===== config.mk =====
export PLATFORM = sky130hd
export DESIGN_NAME = instr_fetch_unit_flat
export DESIGN_NICKNAME = d
export VERILOG_FILES = /design/src/rtl/instr_fetch_unit_if.sv /design/src/rtl/instr_fetch_unit.sv /design/src/flat_wrapper.sv
export SDC_FILE = /design/constraint.sdc
export NUM_CORES = 1
export LEC_CHECK = 0
export BUFFER_PORTS_ARGS = -buffer_cell sky130_fd_sc_hd__buf_4
export CORE_UTILIZATION = 40
export CTS_CLUSTER_DIAMETER = 100
export CTS_CLUSTER_SIZE = 20
export DETAILED_ROUTE_END_ITERATION = 16
export GPL_ROUTABILITY_DRIVEN = 0
export GPL_TIMING_DRIVEN = 1
export PLACE_DENSITY = 0.64
export SLEW_MARGIN = 20
export SYNTH_ARGS = -nofsm -noshare
export SYNTH_HDL_FRONTEND = slang
export SYNTH_SLANG_ARGS = --single-unit

===== constraint.sdc =====
create_clock -name clk -period 3.91 [get_ports clk]
set_input_delay 0.1955 -clock clk [delete_from_list [all_inputs] [get_ports clk]]
set_output_delay 0.1955 -clock clk [all_outputs]
set_load 0.02 [all_outputs]

===== src/rtl/instr_fetch_unit_if.sv =====
// Instruction-memory request/response bus between the fetch unit and instruction memory.
// The fetch unit is the master; the memory model or SRAM wrapper is the slave.
interface instr_fetch_unit_if;
    logic        req;
    logic [31:0] addr;
    logic [31:0] rdata;
    logic        valid;

    modport master (
        output req,
        output addr,
        input  rdata,
        input  valid
    );

    modport slave (
        input  req,
        input  addr,
        output rdata,
        output valid
    );
endinterface


===== src/rtl/instr_fetch_unit.sv =====
// Fetch stage: holds the PC, fetches one word per instruction over the imem handshake,
// presents it to the decoder and commits the next PC (sequential/branch/jump) on exec_done.
module instr_fetch_unit #(
    parameter logic [31:0] RESET_PC = 32'h0000_0000,
    parameter int unsigned MAX_WAIT = 16
) (
    input  logic               clk,
    input  logic               rst,
    instr_fetch_unit_if.master imem,
    output logic [31:0]        instr,
    output logic [5:0]         opcode,
    output logic [5:0]         funct,
    output logic               instr_valid,
    input  logic               exec_done,
    input  logic               branch,
    input  logic               zero,
    input  logic               jump,
    output logic [31:0]        pc,
    output logic [31:0]        pc_plus4,
    output logic               fetch_err
);

    localparam int unsigned WAIT_W = (MAX_WAIT > 1) ? $clog2(MAX_WAIT) : 1;
    localparam logic [WAIT_W-1:0] WAIT_LAST = WAIT_W'(MAX_WAIT - 1);

    typedef enum logic [1:0] {
        ST_IDLE  = 2'd0,
        ST_FETCH = 2'd1,
        ST_ISSUE = 2'd2,
        ST_ERROR = 2'd3
    } state_t;

    state_t            state_r;
    state_t            state_s;
    logic [31:0]       pc_r;
    logic [31:0]       pc_s;
    logic [31:0]       instr_r;
    logic [31:0]       instr_s;
    logic [WAIT_W-1:0] wait_cnt_r;
    logic [WAIT_W-1:0] wait_cnt_s;
    logic [31:0]       pc_plus4_s;
    logic [31:0]       br_off_s;
    logic [31:0]       next_pc_s;

    // Sequential successor, branch displacement and the prioritised next-PC selection
    always_comb begin
        pc_plus4_s = pc_r + 32'd4;
        br_off_s   = {{14{instr_r[15]}}, instr_r[15:0], 2'b00};
        next_pc_s  = pc_plus4_s;
        if (jump) begin
            next_pc_s = {pc_plus4_s[31:28], instr_r[25:0], 2'b00};
        end else if (branch && zero) begin
            next_pc_s = pc_plus4_s + br_off_s;
        end else begin
            next_pc_s = pc_plus4_s;
        end
    end

    // Next-state logic; branch/jump only reach state through the exec_done path
    always_comb begin
        state_s    = state_r;
        pc_s       = pc_r;
        instr_s    = instr_r;
        wait_cnt_s = wait_cnt_r;
        case (state_r)
            ST_IDLE: begin
                state_s = ST_FETCH;
            end
            ST_FETCH: begin
                if (imem.valid) begin
                    instr_s    = imem.rdata;
                    wait_cnt_s = {WAIT_W{1'b0}};
                    state_s    = ST_ISSUE;
                end else if (wait_cnt_r == WAIT_LAST) begin
                    wait_cnt_s = wait_cnt_r + WAIT_W'(1);
                    state_s    = ST_ERROR;
                end else begin
                    wait_cnt_s = wait_cnt_r + WAIT_W'(1);
                end
            end
            ST_ISSUE: begin
                if (exec_done) begin
                    pc_s    = next_pc_s;
                    state_s = ST_FETCH;
                end else begin
                    state_s = ST_ISSUE;
                end
            end
            ST_ERROR: begin
                state_s = ST_ERROR;
            end
            default: begin
                state_s = ST_IDLE;
            end
        endcase
    end

    // State register with synchronous active-high reset
    always_ff @(posedge clk) begin
        if (rst) begin
            state_r    <= ST_IDLE;
            pc_r       <= RESET_PC;
            instr_r    <= 32'h0000_0000;
            wait_cnt_r <= {WAIT_W{1'b0}};
        end else begin
            state_r    <= state_s;
            pc_r       <= pc_s;
            instr_r    <= instr_s;
            wait_cnt_r <= wait_cnt_s;
        end
    end

    assign imem.req    = (state_r == ST_FETCH);
    assign imem.addr   = pc_r;
    assign instr       = instr_r;
    assign opcode      = instr_r[31:26];
    assign funct       = instr_r[5:0];
    assign instr_valid = (state_r == ST_ISSUE);
    assign pc          = pc_r;
    assign pc_plus4    = pc_plus4_s;
    assign fetch_err   = (state_r == ST_ERROR);

endmodule

===== src/flat_wrapper.sv =====
// flat-port wrapper written by rule: the top's interface ports become plain ports
module instr_fetch_unit_flat 
#(
    parameter logic [31:0] RESET_PC = 32'h0000_0000,
    parameter int unsigned MAX_WAIT = 16
)
  (clk, rst, instr, opcode, funct, instr_valid, exec_done, branch, zero, jump, pc, pc_plus4, fetch_err, imem_req, imem_addr, imem_rdata, imem_valid);
  instr_fetch_unit_if imem_i ();
  input  logic clk;
  input  logic rst;
  output logic [31:0] instr;
  output logic [5:0] opcode;
  output logic [5:0] funct;
  output logic instr_valid;
  input  logic exec_done;
  input  logic branch;
  input  logic zero;
  input  logic jump;
  output logic [31:0] pc;
  output logic [31:0] pc_plus4;
  output logic fetch_err;
  output wire logic [$bits(imem_i.req)-1:0] imem_req;
  output wire logic [$bits(imem_i.addr)-1:0] imem_addr;
  input wire logic [$bits(imem_i.rdata)-1:0] imem_rdata;
  input wire logic [$bits(imem_i.valid)-1:0] imem_valid;
  assign imem_req = imem_i.req;
  assign imem_addr = imem_i.addr;
  assign imem_i.rdata = imem_rdata;
  assign imem_i.valid = imem_valid;
  instr_fetch_unit #(.RESET_PC(RESET_PC), .MAX_WAIT(MAX_WAIT)) u_core (.clk(clk), .rst(rst), .imem(imem_i), .instr(instr), .opcode(opcode), .funct(funct), .instr_valid(instr_valid), .exec_done(exec_done), .branch(branch), .zero(zero), .jump(jump), .pc(pc), .pc_plus4(pc_plus4), .fetch_err(fetch_err));
endmodule

# Yosys cells after proc, flatten, opt, wreduce, memory -nomap -nowiden
# Cells that the tools add are included.
# totals
ff_bits	70
latchBits	0
ram_bits	0
mem_bits_ro	0
input_bits	39
out_inout_bits	143
word_cells	23
mem_count	0
# op_classes
n_addsub	3
mul	0
div_mod_pow	0
magnitude_cmp	0
eq_ne	5
shifts	0
n_mux	7
bitwise_logic	0
reduce_logical	4
# ops
operator	n
two-way mux 32 bit	2
adder 32 x 3 -> 32 bit (second input constant)	1
adder 32 bit	1
one-hot mux 2 bit (4 select lines)	1
two-way mux 2 bit	3
adder 4 x 1 -> 4 bit (second input constant)	1
equality test 2 bit (second input constant)	2
equality test 4 bit (second input constant)	1
two-way mux 4 bit	1
AND reduction 2 bit	2
inequality test 3 x 1 -> 1 bit (second input constant)	1
equality test 2 x 1 -> 1 bit (second input constant)	1
logical NOT 2 bit	1
logical AND 1 bit	1

# Longest topological paths before layout
# logic_depth
depth_word	4
ltp_mapped	18
ltp_nobuf	16

# Worst setup path after synthesis
# Ideal clock, no wire load.
# synth_path
path_type	register -> register
from	reg u_core.pc_r[2] (netlist: u_core.imem.addr[2])
to	reg u_core.pc_r[29] (netlist: u_core.imem.addr[29])
setup_time_ps	117
arrival_time_ps	3803
required_ps	3793
slack_ps	-10
path_stages_with_launch	17
path_buffers	2
synth_period_minus_slack_ps	3920
cell_sequence	dfxtp_1 ha_1 inv_1 nor3_1 and3_1 clkbuf_1 nand4_1 xnor2_1 ha_1 clkbuf_1 o311ai_0 nand2b_1 a21oi_1 a31oi_1 xor2_1 a22o_1 a32o_1
# synth_via
elab_chain_cells	4
# synth_rtl
item	line_no	source
from (decl)	instr_fetch_unit.sv:35	logic [31:0] pc_r;
from (signal assigned)	instr_fetch_unit.sv:107	pc_r <= pc_s;
adder 32 x 3 -> 32 bit	instr_fetch_unit.sv:47	pc_plus4_s = pc_r + 32'd4;
named net pc_plus4[24]	flat_wrapper.sv:20	output logic [31:0] pc_plus4;
adder 32 bit	instr_fetch_unit.sv:53	next_pc_s = pc_plus4_s + br_off_s;
two-way mux 32 bit	instr_fetch_unit.sv:52	end else if (branch && zero) begin
two-way mux 32 bit	instr_fetch_unit.sv:50	if (jump) begin
# The timed path passes the listed nets, and every way through them passes these cells.
# A chain may end at the register's enable or synchronous reset.

# Worst setup path in the final report
# layout_path
from	reg u_core.pc_r[2] (netlist: u_core.imem.addr[2])
to	reg u_core.pc_r[31] (netlist: u_core.imem.addr[31])
# layout_via
elab_chain_cells	4
# layout_rtl
item	line_no
adder 32 x 3 -> 32 bit *	instr_fetch_unit.sv:47
adder 32 bit	instr_fetch_unit.sv:53
two-way mux 32 bit	instr_fetch_unit.sv:52
two-way mux 32 bit *	instr_fetch_unit.sv:50
# Mark *: on every way between the ends. The rest lies on a longest branch, timed or not.

==> metrics <==
FF+latch area=0.001364 sq mm; Non-Filler Instances=1044; Ant. Diodes=0; Die H=118.7 um; critical path required time=4120 ps; Final HPWL DP=12.92 mm; initial antenna violation count=0; Critical R2R Capture=u_core.imem.addr[31]; CTS Buffer Depth=2; Hold EP=u_core.instr[12]; die footprint=0.01409 sq mm; asr flop ratio synth=0%; Worst Setup Path Type=reg2reg; Synth top area share=24.99%; worst r2r src=u_core.imem.addr[2]; Max IR drop VDD=0.1813 mV; slowest CP cell=dfxtp_1; GRT Residual Overflow=0; share of cells above drive strength 1=26.15%; post-route cell area=0.007027 sq mm; WL final=17.28 mm; count of final setup violators=0; die width=118.7 um; Fillers=1320; Final Hold Fails=0; Multi-input gate area=0.003606 sq mm; Final Critical Period=3647 ps; area of the mapped netlist=0.005448 sq mm; gr usage total=24.42%; Max Cap Viol=0; DRC viols=0; max_slew headroom=27.82%; CTS H-tree depth=3; crit path max fanout=6; crit path DAT=3860 ps; Slowest Stage Delay on Critical Path=400 ps; achievable frequency=274.2 MHz; source of the worst hold timing path=imem_rdata[12]; Port Buffers=175; Final Util=53.06%; clk_lat worst skew=350 ps; outcome=finished, final reports clean; # rows=42; drt first-iter violations=322; Synth warnings=0; final-report max-slew violation count=0; Yosys top cell by area=dfxtp_1; CP startpoint kind=flop; first-pass GRT wire length=27.37 mm; Leak Pwr=3.186 nW; Netlist cell types=58; worst clock skew=9.988 ps; Synth top cells by count=nand2_1 (135), a21oi_1 (86), dfxtp_1 (68); drt pass-1 iters=5; Tightest Pin Transition=1081 ps; Hold WS=99.91 ps; Worst R2R Path Depth=16; RSZ-0062 raised after global routing=false; WL per Instance=16.55 um; vias in the first global route=5401; most common cell in the synthesized netlist=nand2_1; placed inst area=0.006674 sq mm; starting density of the core=41.14%; worst hold path depth=3; setup TNS=0 ps; Post-Syn Area per Cell=7.412 sq um; Most used DFF post-synth=dfxtp_1; TritonCTS Buffers=9; clock tree sinks=68; largest net degree at the start of global routing=65; Area contributors post-synth=dfxtp_1 (25%), nand2_1 (9.3%), ha_1 (8.5%), a21oi_1 (7.9%), buf_4 (6.6%); #FFs+latches synth=68; Cell Chain, Critical Path=ha_4 -> inv_1 -> nor3_1 -> buf_4 -> and4_1 -> xor2_1 -> ha_1 -> a21o_1 -> o21bai_1 -> a221oi_2 -> o211ai_1 -> a31oi_2 -> mux2i_2 -> nor2_1 -> o21ai_0 -> nand4_1; Inst Count DP=1028; sequential area share after synthesis=24.99%; Clock transition at path regs=60 ps; # hold bufs at CTS=0; clock root buffer=clkbuf_16; Placeable Area=0.01324 sq mm; worst min-delay path class=in2reg; Ports=182; Post-Synthesis Cells=735; Vias=5746; pwr/cell area=285.4 mW/mm^2; Layout area overhead=28.98%; vias per std cell=5.504; R2R Setup Slk=260 ps; clock tree from TritonCTS=done; critical path endpoint category=flop; post-detailed-route count of antenna-violating nets=0; EDFF count, synth=0; final net count=940; final worst-path cycle share=93.28%
where the power goes:
| part | leakage (nW) | total [mW] | internal [mW] | switching, mW |
|---|---|---|---|---|
| combinational | 2.48 | 0.372 | 0.150 | 0.221 |
| sequential | 0.553 | 0.759 | 0.719 | 0.0394 |
| clock | 0.155 | 0.875 | 0.555 | 0.319 |
| total | 3.19 | 2.01 | 1.43 | 0.580 |
per-layer routing:
metal	track usage [%]	vias up	wire length, um
met5	0	-	0
met4	8.782	0	366
met3	5.164	25	1024
met2	41.67	211	8299
met1	30.10	2692	7586
li1	-	2818	-
registers in the layout, indices dropped and copies added (netlist names):
signal / flops
u_core.wait_cnt_r: 4
u_core.state_r: 2
u_core.instr: 32
u_core.imem.addr: 30
per-stage QoR:
stage	power (mW)	worst slack (ps)
detailed placement	1.143	67.42
global route	2.088	27.20
CTS	2.026	38.18
global placement	1.137	240.0
finish	2.005	262.6
floorplan	1.008	11.70
worst max path at each step:
stage	start	to	slack, ps
3_5_place_dp	u_core.imem.addr[3]	u_core.imem.addr[31]	70
4_1_cts	u_core.imem.addr[3]	u_core.imem.addr[31]	40
5_1_grt	u_core.imem.addr[6]	u_core.imem.addr[31]	30
3_3_place_gp	u_core.imem.addr[3]	u_core.imem.addr[31]	240
6_report	u_core.imem.addr[2]	u_core.imem.addr[31]	260
2_1_floorplan	u_core.imem.addr[2]	u_core.imem.addr[29]	10
kinds of logic after synthesis:
logic type	Yosys count	share of synthesized area (%)
buffers and inverters	98	10.06
XOR/XNOR	51	8.199
flip-flops	68	24.99
AND/OR/NAND/NOR	255	21.11
other	1	0.06884
multiplexers	4	0.7350
AO/OA/AOI/OAI	220	25.98
adder cells (fa/ha/maj)	38	8.865
repair_timing:
item / 4_1_cts / 5_1_grt
endpoints found under the setup margin: 0 / 7
buffers inserted: 0 / 0
resized for setup: 0 / 9
placed cells by master, fill, tap and decap left out, types with 7 or more instances in the layout:
cell type  netlist  layout
a211oi_1        12      12
a21o_1          15      15
a21oi_1         86      85
and3_1           9       8
buf_4           48     195
clkbuf_16        0       9
dfxtp_1         68      66
ha_1            37      36
inv_1           14      14
nand2_1        135     135
nand2b_1         7       7
nand3_1         10      10
nand4_1         10      10
nor2_1          44      44
nor3_1          12      12
o211ai_1        13      13
o21ai_0         29      29
xnor2_1         30      28
xor2_1          21      21
worst max-delay path, delay by kind of cell (launching register included):
| family | cells | cell delay (ps) |
|---|---|---|
| flip-flops | 1 | 400 |
| adder cells (fa/ha/maj) | 2 | 510 |
| AO/OA/AOI/OAI | 6 | 1260 |
| AND/OR/NAND/NOR | 4 | 600 |
| buffers and inverters | 2 | 230 |
| multiplexers | 1 | 310 |
| XOR/XNOR | 1 | 200 |
layout make-up:
| type | count | share of cell area [%] |
|---|---|---|
| multi-input combinational | 574 | 51.32 |
| timing repair buffer | 195 | 20.83 |
| sequential | 68 | 19.41 |
| clock buffer | 9 | 3.205 |
| tap | 176 | 3.134 |
| clock inverter | 7 | 1.300 |
| inverter | 15 | 0.8013 |
Power figures use the tool's default switching activity.
